`src/rtl/ch0re_decoder_pkg.sv`:
```
// Shared decode types for the ch0re decoder: opcode constants, output enums and the registered decode bundle.
// Latency: none (types only). Backpressure: none.
// Backpressure behaviour: not applicable.
package ch0re_types;

    localparam logic [4:0] OPCODE_LOAD     = 5'b00000;
    localparam logic [4:0] OPCODE_OP_IMM   = 5'b00100;
    localparam logic [4:0] OPCODE_AUIPC    = 5'b00101;
    localparam logic [4:0] OPCODE_OP_IMM32 = 5'b00110;
    localparam logic [4:0] OPCODE_STORE    = 5'b01000;
    localparam logic [4:0] OPCODE_OP       = 5'b01100;
    localparam logic [4:0] OPCODE_LUI      = 5'b01101;
    localparam logic [4:0] OPCODE_OP32     = 5'b01110;
    localparam logic [4:0] OPCODE_BRANCH   = 5'b11000;
    localparam logic [4:0] OPCODE_JALR     = 5'b11001;
    localparam logic [4:0] OPCODE_JAL      = 5'b11011;

    typedef enum logic [2:0] {FMT_R, FMT_I, FMT_S, FMT_B, FMT_U, FMT_J} iformat_e;

    typedef enum logic [4:0] {
        ALU_ADD, ALU_SUB, ALU_SLL, ALU_SLT, ALU_SLTU, ALU_XOR, ALU_SRL, ALU_SRA,
        ALU_OR, ALU_AND, ALU_ADDW, ALU_SUBW, ALU_SLLW, ALU_SRLW, ALU_SRAW,
        ALU_SEQ, ALU_SNE, ALU_SGE, ALU_SGEU
    } alu_op_e;

    typedef enum logic [1:0] {MUX1_REG, MUX1_PC, MUX1_IMM} alu_mux1_sel_e;
    typedef enum logic {MUX2_REG, MUX2_IMM} alu_mux2_sel_e;

    // Order matches the LOAD funct3 encoding so funct3 can be cast directly.
    typedef enum logic [2:0] {
        DT_BYTE, DT_HALF, DT_WORD, DT_DWORD, DT_UBYTE, DT_UHALF, DT_UWORD
    } data_type_e;

    typedef enum logic [1:0] {SHAMT_NONE, SHAMT_6, SHAMT_5} shamt_e;

    typedef struct packed {
        logic          illegal;
        logic [4:0]    rf_raddr1;
        logic [4:0]    rf_raddr2;
        logic [4:0]    rf_waddr;
        logic [63:0]   imm;
        iformat_e      fmt;
        alu_op_e       alu_op;
        alu_mux1_sel_e mux1_sel;
        alu_mux2_sel_e mux2_sel;
        data_type_e    data_type;
    } dec_t;

    localparam dec_t DEC_NOP = '{
        illegal:   1'b0,
        rf_raddr1: 5'd0,
        rf_raddr2: 5'd0,
        rf_waddr:  5'd0,
        imm:       64'd0,
        fmt:       FMT_I,
        alu_op:    ALU_ADD,
        mux1_sel:  MUX1_REG,
        mux2_sel:  MUX2_IMM,
        data_type: DT_DWORD
    };

endpackage

```
`src/rtl/ch0re_decoder_imm_gen.sv`:
```
// Immediate generator: builds the sign-extended 64-bit immediate from instruction bits and format.
// Latency: combinational.
// Backpressure behaviour: none, pure function of its inputs.
module ch0re_imm_gen
    import ch0re_types::*;
(
    input  logic [31:7] i_instr,
    input  iformat_e    i_fmt,
    input  shamt_e      i_shamt,
    output logic [63:0] o_imm
);

    always_comb begin
        o_imm = 64'd0;
        case (i_fmt)
            FMT_I: o_imm = {{52{i_instr[31]}}, i_instr[31:20]};
            FMT_S: o_imm = {{52{i_instr[31]}}, i_instr[31:25], i_instr[11:7]};
            FMT_B: o_imm = {{51{i_instr[31]}}, i_instr[31], i_instr[7],
                            i_instr[30:25], i_instr[11:8], 1'b0};
            FMT_U: o_imm = {{32{i_instr[31]}}, i_instr[31:12], 12'd0};
            FMT_J: o_imm = {{43{i_instr[31]}}, i_instr[31], i_instr[19:12],
                            i_instr[20], i_instr[30:21], 1'b0};
            default: o_imm = 64'd0;
        endcase
        // Shift amounts replace the I immediate and are zero-extended.
        case (i_shamt)
            SHAMT_6: o_imm = {58'd0, i_instr[25:20]};
            SHAMT_5: o_imm = {59'd0, i_instr[24:20]};
            default: ;
        endcase
    end

endmodule

```
`src/rtl/ch0re_decoder.sv`:
```
// RV64I/RV32I instruction decoder with one output register; CH0RE_RV64_EN enables the RV64-only encodings.
// Latency: 1 cycle, one instruction per cycle.
// Backpressure behaviour: none, no handshake or stall; sync active-high reset loads the NOP decode.
module ch0re_decoder
    import ch0re_types::*;
(
    input  logic          i_clk,
    input  logic          i_rst,
    input  logic [31:0]   i_instr,
    output logic          o_illegal_instr,
    output logic [4:0]    o_rf_raddr1,
    output logic [4:0]    o_rf_raddr2,
    output logic [4:0]    o_rf_waddr,
    output logic [63:0]   o_imm,
    output iformat_e      o_instr_format,
    output alu_op_e       o_alu_op,
    output alu_mux1_sel_e o_alu_mux1_sel,
    output alu_mux2_sel_e o_alu_mux2_sel,
    output data_type_e    o_data_type
);

`ifdef CH0RE_RV64_EN
    localparam logic RV64 = 1'b1;
`else
    localparam logic RV64 = 1'b0;
`endif

    logic [4:0]    opcode;
    logic [4:0]    rd;
    logic [2:0]    funct3;
    logic [4:0]    rs1;
    logic [4:0]    rs2;
    logic [6:0]    funct7;
    logic          illegal;
    iformat_e      fmt;
    alu_op_e       alu_op;
    alu_mux1_sel_e mux1;
    alu_mux2_sel_e mux2;
    data_type_e    dtype;
    shamt_e        shamt;
    logic [63:0]   imm;
    dec_t          dec_d;
    dec_t          dec_q;

    assign opcode = i_instr[6:2];
    assign rd     = i_instr[11:7];
    assign funct3 = i_instr[14:12];
    assign rs1    = i_instr[19:15];
    assign rs2    = i_instr[24:20];
    assign funct7 = i_instr[31:25];

    always_comb begin
        illegal = (i_instr[1:0] != 2'b11);
        fmt     = FMT_I;
        alu_op  = ALU_ADD;
        mux1    = MUX1_REG;
        mux2    = MUX2_IMM;
        dtype   = DT_DWORD;
        shamt   = SHAMT_NONE;
        case (opcode)
            OPCODE_OP: begin
                fmt  = FMT_R;
                mux2 = MUX2_REG;
                if (funct7 == 7'h00) begin
                    case (funct3)
                        3'd0:    alu_op = ALU_ADD;
                        3'd1:    alu_op = ALU_SLL;
                        3'd2:    alu_op = ALU_SLT;
                        3'd3:    alu_op = ALU_SLTU;
                        3'd4:    alu_op = ALU_XOR;
                        3'd5:    alu_op = ALU_SRL;
                        3'd6:    alu_op = ALU_OR;
                        default: alu_op = ALU_AND;
                    endcase
                end else if (funct7 == 7'h20 && funct3 == 3'd0) begin
                    alu_op = ALU_SUB;
                end else if (funct7 == 7'h20 && funct3 == 3'd5) begin
                    alu_op = ALU_SRA;
                end else begin
                    illegal = 1'b1;
                end
            end
            OPCODE_OP32: begin
                fmt  = FMT_R;
                mux2 = MUX2_REG;
                if (!RV64) illegal = 1'b1;
                case ({funct7, funct3})
                    {7'h00, 3'd0}: alu_op = ALU_ADDW;
                    {7'h20, 3'd0}: alu_op = ALU_SUBW;
                    {7'h00, 3'd1}: alu_op = ALU_SLLW;
                    {7'h00, 3'd5}: alu_op = ALU_SRLW;
                    {7'h20, 3'd5}: alu_op = ALU_SRAW;
                    default:       illegal = 1'b1;
                endcase
            end
            OPCODE_OP_IMM: begin
                case (funct3)
                    3'd0: alu_op = ALU_ADD;
                    3'd2: alu_op = ALU_SLT;
                    3'd3: alu_op = ALU_SLTU;
                    3'd4: alu_op = ALU_XOR;
                    3'd6: alu_op = ALU_OR;
                    3'd7: alu_op = ALU_AND;
                    3'd1: begin
                        alu_op = ALU_SLL;
                        shamt  = SHAMT_6;
                        if (i_instr[31:26] != 6'h00) illegal = 1'b1;
                    end
                    default: begin
                        shamt = SHAMT_6;
                        if (i_instr[31:26] == 6'h10) begin
                            alu_op = ALU_SRA;
                        end else begin
                            alu_op = ALU_SRL;
                            if (i_instr[31:26] != 6'h00) illegal = 1'b1;
                        end
                    end
                endcase
                // RV32 shift amounts are only 5 bits wide.
                if (shamt == SHAMT_6 && !RV64 && i_instr[25]) illegal = 1'b1;
            end
            OPCODE_OP_IMM32: begin
                if (!RV64) illegal = 1'b1;
                case (funct3)
                    3'd0: alu_op = ALU_ADDW;
                    3'd1: begin
                        alu_op = ALU_SLLW;
                        shamt  = SHAMT_5;
                        if (funct7 != 7'h00) illegal = 1'b1;
                    end
                    3'd5: begin
                        shamt = SHAMT_5;
                        if (funct7 == 7'h20) begin
                            alu_op = ALU_SRAW;
                        end else begin
                            alu_op = ALU_SRLW;
                            if (funct7 != 7'h00) illegal = 1'b1;
                        end
                    end
                    default: illegal = 1'b1;
                endcase
            end
            OPCODE_LOAD: begin
                if (funct3 == 3'd7) begin
                    illegal = 1'b1;
                end else begin
                    dtype = data_type_e'(funct3);
                end
                if (!RV64 && (funct3 == 3'd3 || funct3 == 3'd6)) illegal = 1'b1;
            end
            OPCODE_STORE: begin
                fmt = FMT_S;
                if (funct3[2]) begin
                    illegal = 1'b1;
                end else begin
                    dtype = data_type_e'(funct3);
                end
                if (!RV64 && funct3 == 3'd3) illegal = 1'b1;
            end
            OPCODE_BRANCH: begin
                fmt  = FMT_B;
                mux2 = MUX2_REG;
                case (funct3)
                    3'd0:    alu_op = ALU_SEQ;
                    3'd1:    alu_op = ALU_SNE;
                    3'd4:    alu_op = ALU_SLT;
                    3'd5:    alu_op = ALU_SGE;
                    3'd6:    alu_op = ALU_SLTU;
                    3'd7:    alu_op = ALU_SGEU;
                    default: illegal = 1'b1;
                endcase
            end
            OPCODE_JAL: begin
                fmt  = FMT_J;
                mux1 = MUX1_PC;
            end
            OPCODE_JALR: begin
                if (funct3 != 3'd0) illegal = 1'b1;
            end
            OPCODE_LUI: begin
                fmt  = FMT_U;
                mux1 = MUX1_IMM;
            end
            OPCODE_AUIPC: begin
                fmt  = FMT_U;
                mux1 = MUX1_PC;
            end
            default: illegal = 1'b1;
        endcase
    end

    ch0re_imm_gen u_imm_gen (
        .i_instr (i_instr[31:7]),
        .i_fmt   (fmt),
        .i_shamt (shamt),
        .o_imm   (imm)
    );

    always_comb begin
        dec_d           = DEC_NOP;
        dec_d.illegal   = illegal;
        dec_d.imm       = imm;
        dec_d.fmt       = fmt;
        dec_d.alu_op    = alu_op;
        dec_d.mux1_sel  = mux1;
        dec_d.mux2_sel  = mux2;
        dec_d.data_type = dtype;
        dec_d.rf_raddr1 = (fmt == FMT_R || fmt == FMT_I || fmt == FMT_S || fmt == FMT_B) ? rs1 : 5'd0;
        dec_d.rf_raddr2 = (fmt == FMT_R || fmt == FMT_S || fmt == FMT_B) ? rs2 : 5'd0;
        // Suppressing rd on illegal encodings keeps the register file safe regardless of other fields.
        dec_d.rf_waddr  = (!illegal && (fmt == FMT_R || fmt == FMT_I || fmt == FMT_U || fmt == FMT_J))
                          ? rd : 5'd0;
    end

    always_ff @(posedge i_clk) begin
        if (i_rst) begin
            dec_q <= DEC_NOP;
        end else begin
            dec_q <= dec_d;
        end
    end

    assign o_illegal_instr = dec_q.illegal;
    assign o_rf_raddr1     = dec_q.rf_raddr1;
    assign o_rf_raddr2     = dec_q.rf_raddr2;
    assign o_rf_waddr      = dec_q.rf_waddr;
    assign o_imm           = dec_q.imm;
    assign o_instr_format  = dec_q.fmt;
    assign o_alu_op        = dec_q.alu_op;
    assign o_alu_mux1_sel  = dec_q.mux1_sel;
    assign o_alu_mux2_sel  = dec_q.mux2_sel;
    assign o_data_type     = dec_q.data_type;

endmodule

```
`config.mk`:
```
export PLATFORM = sky130hd
export DESIGN_NAME = ch0re_decoder
export DESIGN_NICKNAME = d
export VERILOG_FILES = /design/src/rtl/ch0re_decoder_pkg.sv /design/src/rtl/ch0re_decoder_imm_gen.sv /design/src/rtl/ch0re_decoder.sv
export SDC_FILE = /design/constraint.sdc
export NUM_CORES = 1
export LEC_CHECK = 0
export CAP_MARGIN = 40
export CELL_PAD_IN_SITES_DETAIL_PLACEMENT = 0
export CELL_PAD_IN_SITES_GLOBAL_PLACEMENT = 1
export CORE_MARGIN = 1.5
export CORE_UTILIZATION = 30
export CTS_CLUSTER_SIZE = 28
export DETAILED_ROUTE_END_ITERATION = 8
export PLACE_DENSITY_LB_ADDON = 0.1
export SYNTH_ARGS = -nofsm -noshare
export SYNTH_HDL_FRONTEND = slang
export SYNTH_SLANG_ARGS = --single-unit
```
`constraint.sdc`:
```
create_clock -name i_clk -period 2.8 [get_ports i_clk]
set_clock_uncertainty 0.15 [all_clocks]
set_input_delay 0.28 -clock i_clk [delete_from_list [all_inputs] [get_ports i_clk]]
set_output_delay 0.28 -clock i_clk [all_outputs]
set_load 0.01 [all_outputs]
```
==> key figures, run 1 <==
Global routing
  – Tot GR Track Use: 16.1%
  – First-pass GRT wire length: 13.2 mm
  – Largest net degree at the start of global routing: 34
  – GR Overflow Total: 0
  – Vias in the first global route: 2,638
  – Initial antenna violation count: 0

Power and ir drop
  – Total power per unit cell area: 480 nW/um^2
  – Net Sw Frac: 26.9%
  – Switching power: 0.000604 W
  – Power share of the combinational group: 23.3%
  – Overall Power: 0.00224 W
  – Lkg Pwr: 1.81 nW
  – Clk pwr share: 34.2%
  – VDD IR-drop max: 0.000230 V
  – Reg power frac: 42.5%
  – Pint: 0.00164 W

Detailed routing
  – Vias post-DR: 2,751
  – DRC errors left: 0
  – Routed wire length: 8.61 mm
  – Initial DRC Count: 74
  – DRT Pass-1 Iters: 4
  – Avg Vias per Cell: 4.59
  – Post-DRT Antenna Nets: 0
  – Drt wl/cell: 14.4 microns

Placement
  – Routability congestion estimate: 0.845
  – Pre-CTS setup slack: -235 ps
  – HPWL Detailed: 6.84 mm
  – IO buf count: 127

Synth
  – Synth Warn #: 0
  – Sequential area share after synthesis: 41.3%
  – Gate Count Post-Synth: 328
  – #FFs+latches synth: 62
  – Post-synth top area cell: dfxtp_1
  – Ys async rst share: 0%
  – Top-area cell type share of the netlist area: 41.3%
  – Synthesized Nets: 365
  – Post-synthesis instance area: 3010 sq um
  – Dominant cells by area after synthesis: dfxtp_1 41%, buf_4 9.0%, and2_1 3.3%, nand2_1 3.1%, a21o_1 3.0%
  – Library cells used by synthesis: 63
  – EDFF count, synth: 0
  – Synth Area per Inst: 9.17 sq um
  – Synth Flop Type: dfxtp_1

Die
  – Initial core utilization: 30.9%
  – Die Span X: 103 microns
  – I/O pin cnt: 128
  – Std-Cell Rows: 36
  – Die height: 103 microns
  – Core area: 9730 sq um
  – DIE AREA: 10,600 sq um

Timing
  – Final setup fails: 0
  – Min Tclk post-route: 2650 ps
  – RSZ-0062 raised after global routing: no
  – Worst-margin pin slew: 878 ps
  – Hold WS: 373 ps
  – Max Clk Rate: 377 MHz
  – Slew headroom: 41.4%
  – Fin. Hold Viols: 0
  – Slew Limit Fails: 0
  – Final worst path period share: 94.8%
  – Final worst slack: 147 ps

Finish
  – N_diodes: 0
  – Final nets: 498
  – P&R area growth vs syn: 55.5%
  – Layout cells sized above 1: 17.2%

Clock network
  – CTS buffer count: 9
  – Clk sinks: 62
  – CTS tree: yes
  – Reg clk slew, reported paths: 70 ps
  – H-tree depth: 3
  – Clock root cell: clkbuf_8
  – Setup repair bufs after CTS: 0
  – Post-CTS Hold Buffers: 0
  – CTS max path bufs: 2
  – # resized after CTS: 0

Job
  – Max Cap Viol: 0

Critical path
  – Crit path kind: input port to flop
  – Crit-path max cell delay: 510 ps
  – Crit-path most repeated cell: inv_1
  – Crit path launch type: input port
  – Critical path, cell by cell: clkdlybuf4s50_1 -> buf_4 -> and4b_4 -> o21a_1 -> inv_1 -> ha_1 -> inv_1 -> o41ai_4 -> nor2_4 -> buf_12 -> o32ai_1
  – Crit. End Element: flop
  – Arr. time, crit path: 2730 ps
  – Worst path required time: 2880 ps
  – Crit path max fanout: 10
  – CP max-delay cell: clkdlybuf4s50_1

Hold path
  – Hold WC Path Type: input port to flop

Run status
  – Status: finished clean
cell usage after synthesis, types with 3 or more instances:
cell      number
dfxtp_1       62
buf_4         36
nand2_1       25
nor2_1        17
a21oi_1       16
and2_1        16
a21o_1        12
nor3_1        12
nand2b_1      10
nand3b_1       9
o21ai_0        9
nand3_1        8
inv_1          7
buf_2          6
a22o_1         5
clkbuf_1       5
o21a_1         4
o31ai_1        4
a31oi_1        3
buf_6          3
ha_1           3
nor2b_1        3
nor4_1         3
logic make-up (layout without fill, tap and decap cells):
group	count (synthesis)	in the layout	synth area share, %
XOR/XNOR	2	2	0.583
AND/OR/NAND/NOR	126	126	25.0
adder cells (fa/ha/maj)	3	3	1.25
AO/OA/AOI/OAI	78	78	19.3
flip-flops	62	62	41.3
buffers and inverters	57	195	12.6
path summary, 6_finish.rpt:
path	startpoint	to	slack, ps	depth (start not counted)
max	i_instr[5]	o_imm[11]	150	11
min	i_instr[19]	o_imm[19]	370	3
placed cells by master, fill, tap and decap left out, types with 3 or more instances in the layout:
cell	count
clkdlybuf4s50_1	127
dfxtp_1	62
buf_4	42
nand2_1	25
nor2_1	17
a21oi_1	16
and2_1	16
nor3_1	12
a21o_1	12
nand2b_1	10
nand3b_1	9
o21ai_0	9
clkbuf_8	9
nand3_1	8
inv_1	7
a22o_1	5
o21a_1	4
o31ai_1	4
nor2b_1	3
nor4_1	3
a31oi_1	3
ha_1	3
clkinvlp_4	3
buf_12	3
sequential cells by signal, indices dropped and copies added, names as in the netlist:
name	flops
o_instr_format	3
o_alu_mux2_sel	1
o_imm	32
o_alu_mux1_sel	2
o_alu_op	5
o_rf_raddr1	5
o_rf_waddr	5
o_data_type	3
o_rf_raddr2	5
o_illegal_instr	1
through the flow:
| step | instance area, sq um | util (%) | std cells | setup TNS [ps] |
|---|---|---|---|---|
| floorplan | 3010 | - | 328 | 0 |
| global placement | 4470 | 45.9 | 583 | -2330 |
| detailed placement | 4470 | 45.9 | 583 | -5100 |
| CTS | 4670 | 48.0 | 599 | 0 |
| global route | 4670 | 48.0 | 599 | 0 |
| finish | 4670 | 48.0 | 599 | 0 |
final cells by class:
class                           count  area (sq um)
Tap cell                          133           166
Multi-Input combinational cell    209          1400
Timing Repair Buffer              172          1650
Inverter                            7          26.3
Clock buffer                        9           124
Clock inverter                      7          75.1
Sequential cell                    62          1240
Fill cell                        1003          5050
critical path: cells and delay by family:
| family | cells | cell delay, ps |
|---|---|---|
| AO/OA/AOI/OAI | 3 | 880 |
| adder cells (fa/ha/maj) | 1 | 240 |
| AND/OR/NAND/NOR | 2 | 290 |
| buffers and inverters | 5 | 1030 |
routing by layer:
layer  share of wire (%)  track usage, %  routed length (microns)
met1                  44            20.0                     3830
met2                  48            27.5                     4170
met3                 6.0            4.20                      513
met4                 1.1            4.89                       95
met5                   0               0                        0
power groups by stage:
stage / Sequential [W] / Combinational [W] / Clock [W]
6_report: 0.000954 / 0.000524 / 0.000766
5_1_grt: 0.000960 / 0.000563 / 0.000834
4_1_cts: 0.000955 / 0.000526 / 0.000793
3_5_place_dp: 0.000976 / 0.000525 / 0
3_3_place_gp: 0.000974 / 0.000524 / 0
2_1_floorplan: 0.00100 / 0.000236 / 0
(Power assumes the default switching activity.)
==> run 2, diff against run 1 <==
--- a/config.mk
+++ b/config.mk
@@ -9,7 +9,7 @@
 export CELL_PAD_IN_SITES_DETAIL_PLACEMENT = 0
 export CELL_PAD_IN_SITES_GLOBAL_PLACEMENT = 1
 export CORE_MARGIN = 1.5
-export CORE_UTILIZATION = 30
+export CORE_UTILIZATION = 28
 export CTS_CLUSTER_SIZE = 28
 export DETAILED_ROUTE_END_ITERATION = 8
 export PLACE_DENSITY_LB_ADDON = 0.1
==> constraint.sdc (replaced) <==
create_clock -name i_clk -period 2.2 [get_ports i_clk]
set_clock_uncertainty 0.15 [all_clocks]
set_input_delay 0.22 -clock i_clk [delete_from_list [all_inputs] [get_ports i_clk]]
set_output_delay 0.22 -clock i_clk [all_outputs]
set_load 0.01 [all_outputs]
==> run 2 against run 1 <==
Against the previous run:
- sequential power grew 26%
- non-clock buffer count rose by 42
- critical path depth up 1
- critical path type unchanged
- final cell count is 7.5% higher
- first-iteration DRC count is 9.5% higher
- via count increased by 7.8%
- largest power group unchanged
- total power grew 27%
- final area rose by 9.6%
==> key figures, run 2 (same netlist as run 1, synthesis figures left out) <==
Detailed routing
  – Avg Vias per Cell: 4.61
  – Post-DRT Antenna Nets: 0
  – Vias post-DR: 2,966
  – Drt wl/cell: 14.4 microns
  – Routed wire length: 9.28 mm
  – DRC errors left: 0
  – Initial DRC Count: 81
  – DRT Pass-1 Iters: 4

Critical path
  – Crit path kind: input port to flop
  – Crit. End Element: flop
  – Crit-path most repeated cell: buf_6
  – Crit path max fanout: 6
  – Crit-path max cell delay: 400 ps
  – Critical path, cell by cell: buf_8 -> nor3b_4 -> nand2_2 -> nor3_4 -> ha_4 -> nand2b_4 -> buf_6 -> nor4_4 -> nor2_4 -> buf_6 -> a21oi_4 -> and2_4
  – Crit path launch type: input port
  – Arr. time, crit path: 2250 ps
  – CP max-delay cell: nor4_4
  – Worst path required time: 2340 ps

Timing
  – Slew Limit Fails: 0
  – Fin. Hold Viols: 0
  – Worst-margin pin slew: 419 ps
  – Final setup fails: 0
  – Final TNS setup: 0 ps
  – RSZ-0062 raised after global routing: yes
  – Final worst path period share: 95.8%
  – Max Clk Rate: 474 MHz
  – Slew headroom: 71.8%
  – Min Tclk post-route: 2110 ps

Global routing
  – GR Overflow Total: 0
  – Vias in the first global route: 2,833
  – Initial antenna violation count: 0
  – Largest net degree at the start of global routing: 34
  – Tot GR Track Use: 16.3%
  – First-pass GRT wire length: 14.3 mm

Die
  – Die height: 107 microns
  – Core area: 10,400 sq um
  – DIE AREA: 11,400 sq um
  – Initial core utilization: 29.0%
  – Die Span X: 107 microns
  – I/O pin cnt: 128
  – Std-Cell Rows: 37

Clock network
  – H-tree depth: 3
  – Clk sinks: 62
  – Post-CTS Hold Buffers: 0
  – Reg clk slew, reported paths: 80 ps
  – CTS tree: yes
  – CTS max path bufs: 2
  – Clock root cell: clkbuf_8
  – CTS buffer count: 9

Run status
  – Status: finished clean

Power and ir drop
  – VDD IR-drop max: 0.000234 V
  – Overall Power: 0.00285 W
  – Total power per unit cell area: 557 nW/um^2
  – Lkg Pwr: 2.07 nW

Finish
  – Layout cells sized above 1: 28.0%
  – P&R area growth vs syn: 70.3%
  – N_diodes: 0
  – Most common cell after layout, fill and taps aside: clkdlybuf4s50_1
  – Most frequent cells in the layout: 120 x clkdlybuf4s50_1, 81 x buf_4, 62 x dfxtp_1
  – Final nets: 540
  – Max reg flops: 32

Placement
  – Routability congestion estimate: 0.828
  – HPWL Detailed: 7.22 mm
  – IO buf count: 127

Hold path
  – Hold WC Path Type: input port to flop

Job
  – Max Cap Viol: 0
run 2: worst paths after layout:
check | start | endpoint | slack (ps) | depth (start not counted)
setup / recovery | i_instr[6] | o_imm[7] | 90 | 12
hold / removal | i_instr[6] | o_alu_mux1_sel[0] | 70 | 4
run 2: area by class of cell:
class / count / area (sq um)
sequential: 62 / 1240
multi-input combinational: 209 / 1520
timing repair buffer: 214 / 1990
clock inverter: 7 / 51.3
tap: 136 / 170
inverter: 7 / 26.3
fill: 1032 / 5250
clock buffer: 9 / 124
run 2: timing repair:
item	4_1_cts	5_1_grt
pin swaps	7	14
resized for setup	24	21
endpoints found under the setup margin	43	35
setup buffers	6	3
cloned	1	0
run 2: through the flow:
stage          area (sq um)  hold WS (ps)  utilization, %  std cells  setup WS [ps]
2_1_floorplan          3120           180               -        328          -47.1
3_3_place_gp           4800           659            46.3        619           -586
3_5_place_dp           4800           653            46.3        619           -624
4_1_cts                5060           132            48.8        642           10.7
5_1_grt                5120          75.6            49.4        644          -38.7
6_report               5120          68.8            49.4        644           91.9
run 2: critical path, delay by kind of cell:
family | cells | cell delay [ps]
buf+inv | 3 | 360
simple gates | 7 | 1340
compound gates | 1 | 150
fa+ha+maj | 1 | 180
run 2: where the power goes:
part	leakage (nW)	internal [W]	switching, W
sequential	0.508	0.00119	0.0000172
clock	0.0852	0.000409	0.000468
combinational	1.48	0.000441	0.000329
run 2: per-layer routing:
layer	vias up	wire [microns]	track usage [%]
met5	-	0	0
met4	0	156	6.48
met3	13	611	3.77
met2	108	4400	27.2
met1	1373	4110	20.3
li1	1472	-	-
